--- config.mk ---
export PLATFORM = sky130hd
export DESIGN_NAME = axis_send_msgs
export DESIGN_NICKNAME = d
export VERILOG_FILES = /design/src/rtl/axis_msg_pkg.sv /design/src/rtl/axis_msg_rom.sv /design/src/rtl/axis_send_msgs.sv
export SDC_FILE = /design/constraint.sdc
export NUM_CORES = 1
export LEC_CHECK = 0
export ABC_AREA = 1
export ABC_CLOCK_PERIOD_IN_PS = 2200
export BUFFER_PORTS_ARGS = -buffer_cell sky130_fd_sc_hd__clkbuf_2
export CAP_MARGIN = 0
export CORE_UTILIZATION = 56
export DETAILED_ROUTE_END_ITERATION = 10
export MAX_ROUTING_LAYER = met4
export PLACE_DENSITY = 0.81
export SYNTH_ARGS = -nofsm -noshare
export SYNTH_HDL_FRONTEND = slang
export SYNTH_SLANG_ARGS = --single-unit
--- constraint.sdc ---
create_clock -name i_clk -period 2.2 [get_ports i_clk]
set_clock_uncertainty 0.15 [all_clocks]
set_input_delay 0.11 -clock i_clk [delete_from_list [all_inputs] [get_ports i_clk]]
set_output_delay 0.11 -clock i_clk [all_outputs]
set_load 0.01 [all_outputs]
--- src/rtl/axis_msg_pkg.sv ---
// Shared types and elaboration-time helpers for the multi-message AXI-Stream sender.
package axis_msg_pkg;

    typedef enum logic [1:0] {
        ST_IDLE = 2'd0,
        ST_SEND = 2'd1,
        ST_GAP  = 2'd2
    } state_t;

    // Legalise a stored message length: 0 becomes 1, oversize becomes max_len.
    function automatic int clamp_len(input int raw, input int max_len);
        if (raw < 1) begin
            return 1;
        end else if (raw > max_len) begin
            return max_len;
        end else begin
            return raw;
        end
    endfunction

    // Bit position of word i of message k inside the packed message store.
    // Messages are right-aligned in their slot, so word 0 sits highest.
    function automatic int word_at(input int k, input int i, input int len,
                                   input int max_len, input int dw);
        return (k * max_len * dw) + ((len - 1 - i) * dw);
    endfunction

endpackage

--- src/rtl/axis_msg_rom.sv ---
// Constant message store: combinational (message, word index) -> (word, length).
module axis_msg_rom
    import axis_msg_pkg::*;
#(
    parameter int                            DW       = 8,
    parameter int                            NUM_MSG  = 4,
    parameter int                            MAX_LEN  = 16,
    parameter logic [NUM_MSG*8-1:0]          MSG_LENS = {NUM_MSG{8'd1}},
    parameter logic [NUM_MSG*MAX_LEN*DW-1:0] MSG_STRS = '0,
    localparam int                           SW       = (NUM_MSG > 1) ? $clog2(NUM_MSG) : 1,
    localparam int                           CW       = $clog2(MAX_LEN + 1)
) (
    input  logic [SW-1:0] sel_s,
    input  logic [CW-1:0] idx_s,
    output logic [DW-1:0] data_s,
    output logic [CW-1:0] len_s
);

    logic [DW-1:0] word_tab_s [NUM_MSG][MAX_LEN];
    logic [CW-1:0] len_tab_s  [NUM_MSG];

    for (genvar k = 0; k < NUM_MSG; k++) begin : g_msg
        localparam int LEN_K = clamp_len(int'(MSG_LENS[k*8 +: 8]), MAX_LEN);
        assign len_tab_s[k] = CW'(LEN_K);
        for (genvar i = 0; i < MAX_LEN; i++) begin : g_word
            if (i < LEN_K) begin : g_used
                assign word_tab_s[k][i] = MSG_STRS[word_at(k, i, LEN_K, MAX_LEN, DW) +: DW];
            end else begin : g_pad
                assign word_tab_s[k][i] = '0;
            end
        end
    end

    // One-hot select of the addressed word and message length; unknown indices read as zero.
    always_comb begin
        data_s = '0;
        len_s  = '0;
        for (int k = 0; k < NUM_MSG; k++) begin
            len_s = len_s | ({CW{sel_s == SW'(k)}} & len_tab_s[k]);
            for (int i = 0; i < MAX_LEN; i++) begin
                data_s = data_s | ({DW{(sel_s == SW'(k)) && (idx_s == CW'(i))}} & word_tab_s[k][i]);
            end
        end
    end

endmodule

--- src/rtl/axis_send_msgs.sv ---
// Multi-message AXI-Stream packet generator: one command emits a selected stored
// message reps+1 times with optional idle gaps, through a registered output stage.
module axis_send_msgs
    import axis_msg_pkg::*;
#(
    parameter int                            DW       = 8,
    parameter int                            NUM_MSG  = 4,
    parameter int                            MAX_LEN  = 16,
    parameter logic [NUM_MSG*8-1:0]          MSG_LENS = {NUM_MSG{8'd1}},
    parameter logic [NUM_MSG*MAX_LEN*DW-1:0] MSG_STRS = '0,
    parameter int                            GAP      = 0,
    localparam int                           SW       = (NUM_MSG > 1) ? $clog2(NUM_MSG) : 1
) (
    input  logic          i_clk,
    input  logic          i_rst,
    input  logic          i_valid,
    output logic          o_ready,
    input  logic [SW-1:0] i_sel,
    input  logic [7:0]    i_reps,
    output logic          o_done,
    output logic          o_err,
    output logic [DW-1:0] o_msg_data,
    output logic          o_msg_last,
    output logic          o_msg_valid,
    input  logic          i_msg_ready
);

    localparam int         CW      = $clog2(MAX_LEN + 1);
    localparam bit         HAS_GAP = (GAP > 0);
    localparam logic [7:0] GAP_M1  = (GAP > 0) ? 8'(GAP - 1) : 8'd0;

    state_t        state_r, state_nxt_s;
    logic [SW-1:0] sel_r, sel_nxt_s;
    logic [7:0]    reps_r, reps_nxt_s;
    logic [7:0]    gap_cnt_r, gap_nxt_s;
    logic [CW-1:0] cnt_r;
    logic [DW-1:0] data_r;
    logic          last_r, valid_r, ready_r, done_r, err_r;
    logic          done_nxt_s, err_nxt_s, load_s;

    logic          accept_s, legal_s, hs_s, pkt_end_s, reps_zero_s;
    logic [SW-1:0] rom_sel_s;
    logic [CW-1:0] rom_idx_s, rom_len_s;
    logic [DW-1:0] rom_data_s;

    assign accept_s    = i_valid & ready_r;
    assign legal_s     = (int'(i_sel) < NUM_MSG);
    assign hs_s        = valid_r & i_msg_ready;
    assign pkt_end_s   = hs_s & last_r;
    assign reps_zero_s = (reps_r == 8'd0);
    // While idle the ROM previews the incoming command so word 0 can load on accept.
    assign rom_sel_s   = (state_r == ST_IDLE) ? i_sel : sel_r;

    axis_msg_rom #(
        .DW       (DW),
        .NUM_MSG  (NUM_MSG),
        .MAX_LEN  (MAX_LEN),
        .MSG_LENS (MSG_LENS),
        .MSG_STRS (MSG_STRS)
    ) u_rom (
        .sel_s  (rom_sel_s),
        .idx_s  (rom_idx_s),
        .data_s (rom_data_s),
        .len_s  (rom_len_s)
    );

    // State register.
    always_ff @(posedge i_clk) begin
        if (i_rst) begin
            state_r <= ST_IDLE;
        end else begin
            state_r <= state_nxt_s;
        end
    end

    // Next-state decision.
    always_comb begin
        state_nxt_s = state_r;
        case (state_r)
            ST_IDLE: begin
                if (accept_s && legal_s) begin
                    state_nxt_s = ST_SEND;
                end else begin
                    state_nxt_s = ST_IDLE;
                end
            end
            ST_SEND: begin
                if (!pkt_end_s) begin
                    state_nxt_s = ST_SEND;
                end else if (reps_zero_s) begin
                    state_nxt_s = ST_IDLE;
                end else if (HAS_GAP) begin
                    state_nxt_s = ST_GAP;
                end else begin
                    state_nxt_s = ST_SEND;
                end
            end
            ST_GAP: begin
                if (gap_cnt_r == 8'd0) begin
                    state_nxt_s = ST_SEND;
                end else begin
                    state_nxt_s = ST_GAP;
                end
            end
            default: state_nxt_s = ST_IDLE;
        endcase
    end

    // Next values for counters and the output stage; load_s refreshes the word register.
    always_comb begin
        load_s     = 1'b0;
        rom_idx_s  = '0;
        sel_nxt_s  = sel_r;
        reps_nxt_s = reps_r;
        gap_nxt_s  = gap_cnt_r;
        done_nxt_s = 1'b0;
        err_nxt_s  = 1'b0;
        case (state_r)
            ST_IDLE: begin
                if (accept_s && legal_s) begin
                    load_s     = 1'b1;
                    sel_nxt_s  = i_sel;
                    reps_nxt_s = i_reps;
                end else if (accept_s) begin
                    err_nxt_s = 1'b1;
                end else begin
                    load_s = 1'b0;
                end
            end
            ST_SEND: begin
                if (pkt_end_s) begin
                    if (reps_zero_s) begin
                        done_nxt_s = 1'b1;
                    end else begin
                        reps_nxt_s = reps_r - 8'd1;
                        gap_nxt_s  = GAP_M1;
                        load_s     = !HAS_GAP;
                    end
                end else if (hs_s) begin
                    load_s    = 1'b1;
                    rom_idx_s = cnt_r + CW'(1);
                end else begin
                    load_s = 1'b0;
                end
            end
            ST_GAP: begin
                if (gap_cnt_r == 8'd0) begin
                    load_s = 1'b1;
                end else begin
                    gap_nxt_s = gap_cnt_r - 8'd1;
                end
            end
            default: load_s = 1'b0;
        endcase
    end

    // Registered datapath and outputs; data/last only move when a new word is loaded.
    always_ff @(posedge i_clk) begin
        if (i_rst) begin
            sel_r     <= '0;
            reps_r    <= 8'd0;
            gap_cnt_r <= 8'd0;
            cnt_r     <= '0;
            data_r    <= '0;
            last_r    <= 1'b0;
            valid_r   <= 1'b0;
            ready_r   <= 1'b1;
            done_r    <= 1'b0;
            err_r     <= 1'b0;
        end else begin
            sel_r     <= sel_nxt_s;
            reps_r    <= reps_nxt_s;
            gap_cnt_r <= gap_nxt_s;
            if (load_s) begin
                cnt_r  <= rom_idx_s;
                data_r <= rom_data_s;
                last_r <= (rom_idx_s == (rom_len_s - CW'(1)));
            end else begin
                cnt_r  <= cnt_r;
                data_r <= data_r;
                last_r <= last_r;
            end
            valid_r <= (state_nxt_s == ST_SEND);
            ready_r <= (state_nxt_s == ST_IDLE);
            done_r  <= done_nxt_s;
            err_r   <= err_nxt_s;
        end
    end

    assign o_ready     = ready_r;
    assign o_done      = done_r;
    assign o_err       = err_r;
    assign o_msg_data  = data_r;
    assign o_msg_last  = last_r;
    assign o_msg_valid = valid_r;

endmodule

Word level (Yosys, flattened, before mapping):

Cells that the tools add are included.

* add/subtract/negate cells: 4
* eq/ne operators: 11
* mux-type cells: 24
* bitwise logic cells: 8
* reductions and logical operators: 11

Operators with widths (count)
* 8-bit 2-to-1 mux: 6
* 8-bit one-hot mux with 2 select lines: 2
* 8-bit logical NOT: 2
* 8-bit by 1-bit subtractor with 8-bit output, second input constant: 2
* 5-bit 2-to-1 mux: 3
* 5-bit by 1-bit OR with 5-bit output: 2
* 1-bit 2-to-1 mux: 9
* 2-bit inequality test, second input constant: 4
* 4-bit AND reduction: 2
* 2-bit by 1-bit equality test with 1-bit output, second input constant: 3
* 2-bit equality test, second input constant: 3
* 2-bit logical NOT: 3
* 2-bit one-hot mux with 3 select lines: 1
* 5-bit by 1-bit adder with 5-bit output, second input constant: 1
* 5-bit equality test: 1
* 5-bit by 1-bit subtractor with 5-bit output, second input constant: 1
* 2-bit 2-to-1 mux: 2
* 2-bit nonzero test: 2
* 1-bit bitwise AND: 3
* 1-bit one-hot mux with 3 select lines: 1
* 3-bit OR reduction: 1
* 1-bit NOT: 2
* 2-bit AND reduction: 1
* 1-bit OR: 1

* register bits after elaboration: 29
* bits of input ports: 14
* output and inout port bits: 13
* logic and storage cells: 67

Logic depth before layout (Yosys ltp):

* depth in word-level cells: 8
* mapped depth: 10
* depth with buffers taken out: 10

By module:

A second synthesis with hierarchy kept.

* cells, all modules: 348
* area, all modules: 2282.2 um^2

By module, submodules not included
* axis_send_msgs: times used 1, cells each 333, area an instance 2177.1 um^2, sequential area each 740.7 um^2
* axis_msg_rom: times used 1, cells each 15, area an instance 105.1 um^2, sequential area each 0.0 um^2

Worst setup path before layout:

OpenSTA, ideal clock, no wires.

* kind: flip-flop to flip-flop
* start point: register gap_cnt_r[0]
* end point: register gap_cnt_r[7]
* library setup time: 0.128 ns
* arrival: 1.267 ns
* data required time: 1.922 ns
* slack: 0.655 ns
* stages on the path, launching flop included: 10
* path buffers: 0
* period minus slack after synthesis: 1.545 ns
* cells stage by stage: dfxtp_1 -> inv_1 -> ha_1 -> nand2_2 -> nor2_4 -> nor2_1 -> nor2_4 -> nor2_1 -> nor2_1 -> nor2_1

* longest elaborated chain between the ends: 3
* elaborated cells on any way between the ends: 6
* those cells by class: 1 x add/sub; 1 x eq/ne; 2 x mux; 2 x reduce/logical

RTL lines
* start: declaration: line axis_send_msgs.sv:35 `logic [7:0] gap_cnt_r, gap_nxt_s;`
* start signal: assignment: line axis_send_msgs.sv:173 `gap_cnt_r <= gap_nxt_s;`
* 8-bit by 1-bit subtractor with 8-bit output or 8-bit logical NOT (tied branches): line axis_send_msgs.sv:150, axis_send_msgs.sv:147
* 8-bit 2-to-1 mux or 2-bit inequality test (tied branches)
* 8-bit one-hot mux with 2 select lines or 4-bit AND reduction (tied branches)

Several ways; a longest one is shown, not always the timed one. The select of a mux whose other input is x is not followed.
A chain may end at the register's enable or synchronous reset.

Worst setup path after layout:

* start point: register gap_cnt_r[0]
* end point: register gap_cnt_r[0]

Same word-level chain as after synthesis.

==> flow_metrics.py <==
metrics = {
    "timing": {
        "min_period_ns": 1.72,
        "report.final.setup_viol": 0,
        "rsz0062_at_grt": "false",
        "maxSlewViolCount": 0,
        "timing.fmax_mhz": 581,
        "finalSetupTns_ns": 0,
        "timing.final.crit_share": 0.782,
        "hold_viol_final": 0,
        "whs_ns": 0.0222,
    },
    "route": {
        "drtPass1Iterations": 7,
        "routed-wl-met3_um": 98,
        "antenna_left": 0,
        "top_layer": "met4",
        "routedWlPerCell_um": 10.5,
        "routed_via_density": 5.06,
        "met1_length_um": 1510,
        "wirelength_um": 3270,
        "drc": 2,
        "vias": 1575,
        "routed-wl-met2_um": 1650,
        "drt_iter0_drc": 61,
    },
    "setup_path": {
        "critPathLaunch": "gap_cnt_r[0]",
        "critical_path.max_fanout": 8,
        "worstSetupStartpointType": "flip-flop",
        "critPathKind": "flip-flop to flip-flop",
        "endpoint_kind": "flip-flop",
        "required_ns": 2.28,
        "slowest_stage": "dfxtp_1",
        "arrival_ns": 1.81,
        "slowest_delay_ns": 0.33,
        "r2r_setup_slack_ns": 0.48,
        "crit_path_cell_trace": "inv_1, ha_1, nand2_2, o21ai_1, nand2_1, o21ai_0, nor2_1",
        "rr_startpoint": "gap_cnt_r[0]",
    },
    "pwr": {
        "p_per_area_nw_per_um2": 575,
        "leakage_nw": 0.852,
        "power_w": 0.00105,
        "ir_drop_uv": 465,
    },
    "placed_design": {
        "hpwl_um": 2380,
        "place_congestion": 0.802,
        "port_buffers": 15,
    },
    "clock_tree": {
        "cts_resized": 0,
        "cts_num_sinks": 27,
        "clk_pin_slew_ns": 0.14,
        "clk_latency_ns": 0.33,
        "cts_inserted_buffers": 3,
        "htree_num_levels": 1,
        "clk_path_buf_depth": 2,
        "clock-root-buffer": "clkbuf_4",
        "cts_tree": "yes",
    },
    "grt": {
        "antenna_found_initial": 0,
        "grt_usage": 0.231,
        "grt_max_degree": 22,
        "grt_pass1_vias": 1389,
        "grt_overflow": 0,
        "grt_pass1_wl_um": 5780,
    },
    "cells_and_area": {
        "area_delta_synth_final_pct": 7.57,
        "finish.net_count": 299,
        "num_antenna_cells": 0,
        "mostFrequentLayoutCell": "nand2_1",
        "mostFrequentLayoutCells": "nand2_1 (53), nor2_1 (42), dfxtp_1 (27)",
        "drive_above_1_share": 0.161,
    },
    "logic_synthesis": {
        "synth_cell_types": 28,
        "syn_inst": 261,
        "synthesis.area_um2": 1700,
        "synth_top_area_frac": 0.318,
        "seq_area_frac_synth": 0.318,
        "synth_warnings": 0,
        "synth_seq_cells": 27,
        "synth.avg_cell_area_um2": 6.52,
        "ys_top_cells_by_area": "dfxtp_1 (32%), nand2_1 (12%), nor2_1 (9.3%), nand3_1 (6.8%), inv_1 (5.7%)",
        "yosysTopAreaCell": "dfxtp_1",
    },
    "hold_path": {
        "hp-class": "primary input to flip-flop",
        "min_from": "i_reps[1]",
    },
    "floorplan": {
        "num_io_pins": 27,
        "core_um2": 2830,
        "die-area_um2": 3260,
        "rows": 19,
        "die_h_um": 57.1,
        "initial_core_util": 0.602,
        "chipWidth_um": 57.1,
    },
    "flow_run": {
        "drv_cap": 0,
    },
    "outcome": {
        "violations": "design-rule violations",
        "status": "complete, but fails checks",
    },
}
==> cells by family (layout without fill, tap and decap cells) <==
group                    count (synthesis)  in the layout  synth area share
adder cells (fa/ha/maj)                  4              4            0.0294
XOR/XNOR                                 4              4            0.0206
AO/OA/AOI/OAI                           34             34             0.109
flip-flops                              27             27             0.318
AND/OR/NAND/NOR                        147            147             0.402
other                                    1              9           0.00220
buffers and inverters                   44             55             0.119
==> state kept, by name (all words and copies together), names as in the netlist <==
signal	cells
gap_cnt_r	8
o_msg_last	1
o_msg_valid	1
reps_r	8
o_done	1
o_ready	1
state_r	2
cnt_r	5
==> critical path, delay by kind of cell, from the launching register on <==
family | cells | cell delay, ns
compound gates | 2 | 0.39
simple gates | 3 | 0.38
flops | 1 | 0.33
fa+ha+maj | 1 | 0.25
buf+inv | 1 | 0.12
==> through the flow <==
| stage | area (um2) | utilization | cells | worst slack (ns) |
|---|---|---|---|---|
| finish | 1830 | 0.647 | 311 | 0.479 |
| global route | 1830 | 0.647 | 311 | 0.357 |
| CTS | 1830 | 0.647 | 311 | 0.482 |
| detailed placement | 1770 | 0.627 | 304 | 0.497 |
| global placement | 1770 | 0.627 | 304 | 0.518 |
| floorplan | 1730 | - | 269 | 0.655 |
==> worst paths after layout <==
path	cells past startpoint	endpoint
hold reg to reg	2	reps_r[7]
setup reg to reg	7	gap_cnt_r[0]
setup / recovery	7	gap_cnt_r[0]
hold / removal	5	reps_r[1]
==> final cells by class <==
class,count,area [um2]
multi-input cells,198,988
fillers,270,998
well taps,31,38.8
clock buffers,4,26.3
repair buffers,20,120
inverters,31,116
flip-flops and latches,27,541
==> cell usage after synthesis <==
| cell | n |
|---|---|
| nor2_1 | 42 |
| inv_2 | 5 |
| a31oi_1 | 1 |
| o21ai_0 | 10 |
| a21oi_1 | 19 |
| nor2_2 | 6 |
| nor4_1 | 1 |
| nand4_1 | 7 |
| or2_2 | 1 |
| dfxtp_1 | 27 |
| o21bai_1 | 1 |
| o21ai_1 | 2 |
| xor2_1 | 3 |
| nor2_4 | 4 |
| nor3_1 | 1 |
| nand2_1 | 53 |
| buf_4 | 10 |
| nand2_4 | 1 |
| nand3_1 | 23 |
| nand2_2 | 5 |
| clkbuf_1 | 3 |
| xnor2_1 | 1 |
| nand3_2 | 2 |
| or2_1 | 1 |
| ha_1 | 4 |
| conb_1 | 1 |
| inv_1 | 26 |
| a21oi_4 | 1 |
==> where the power goes <==
group	leakage [nW]	internal [W]	switching [W]
logic	0.617	0.000106	0.000186
registers	0.220	0.000516	0.0000238
clock network	0.0150	0.0000711	0.000150
total	0.852	0.000693	0.000360
==> per-layer routing <==
layer	vias up	global-route usage
met4	0	0.0488
met1	688	0.278
met3	2	0.0476
li1	855	-
met2	30	0.398
met5	-	-
==> what timing repair did <==
item / CTS / global route
endpoints found under the hold margin: 3 / 0
hold buffers: 3 / 0
buffers inserted: 0 / 0
setup endpoints to repair: 0 / 0
No activity file was read; power rests on OpenSTA's default activity.
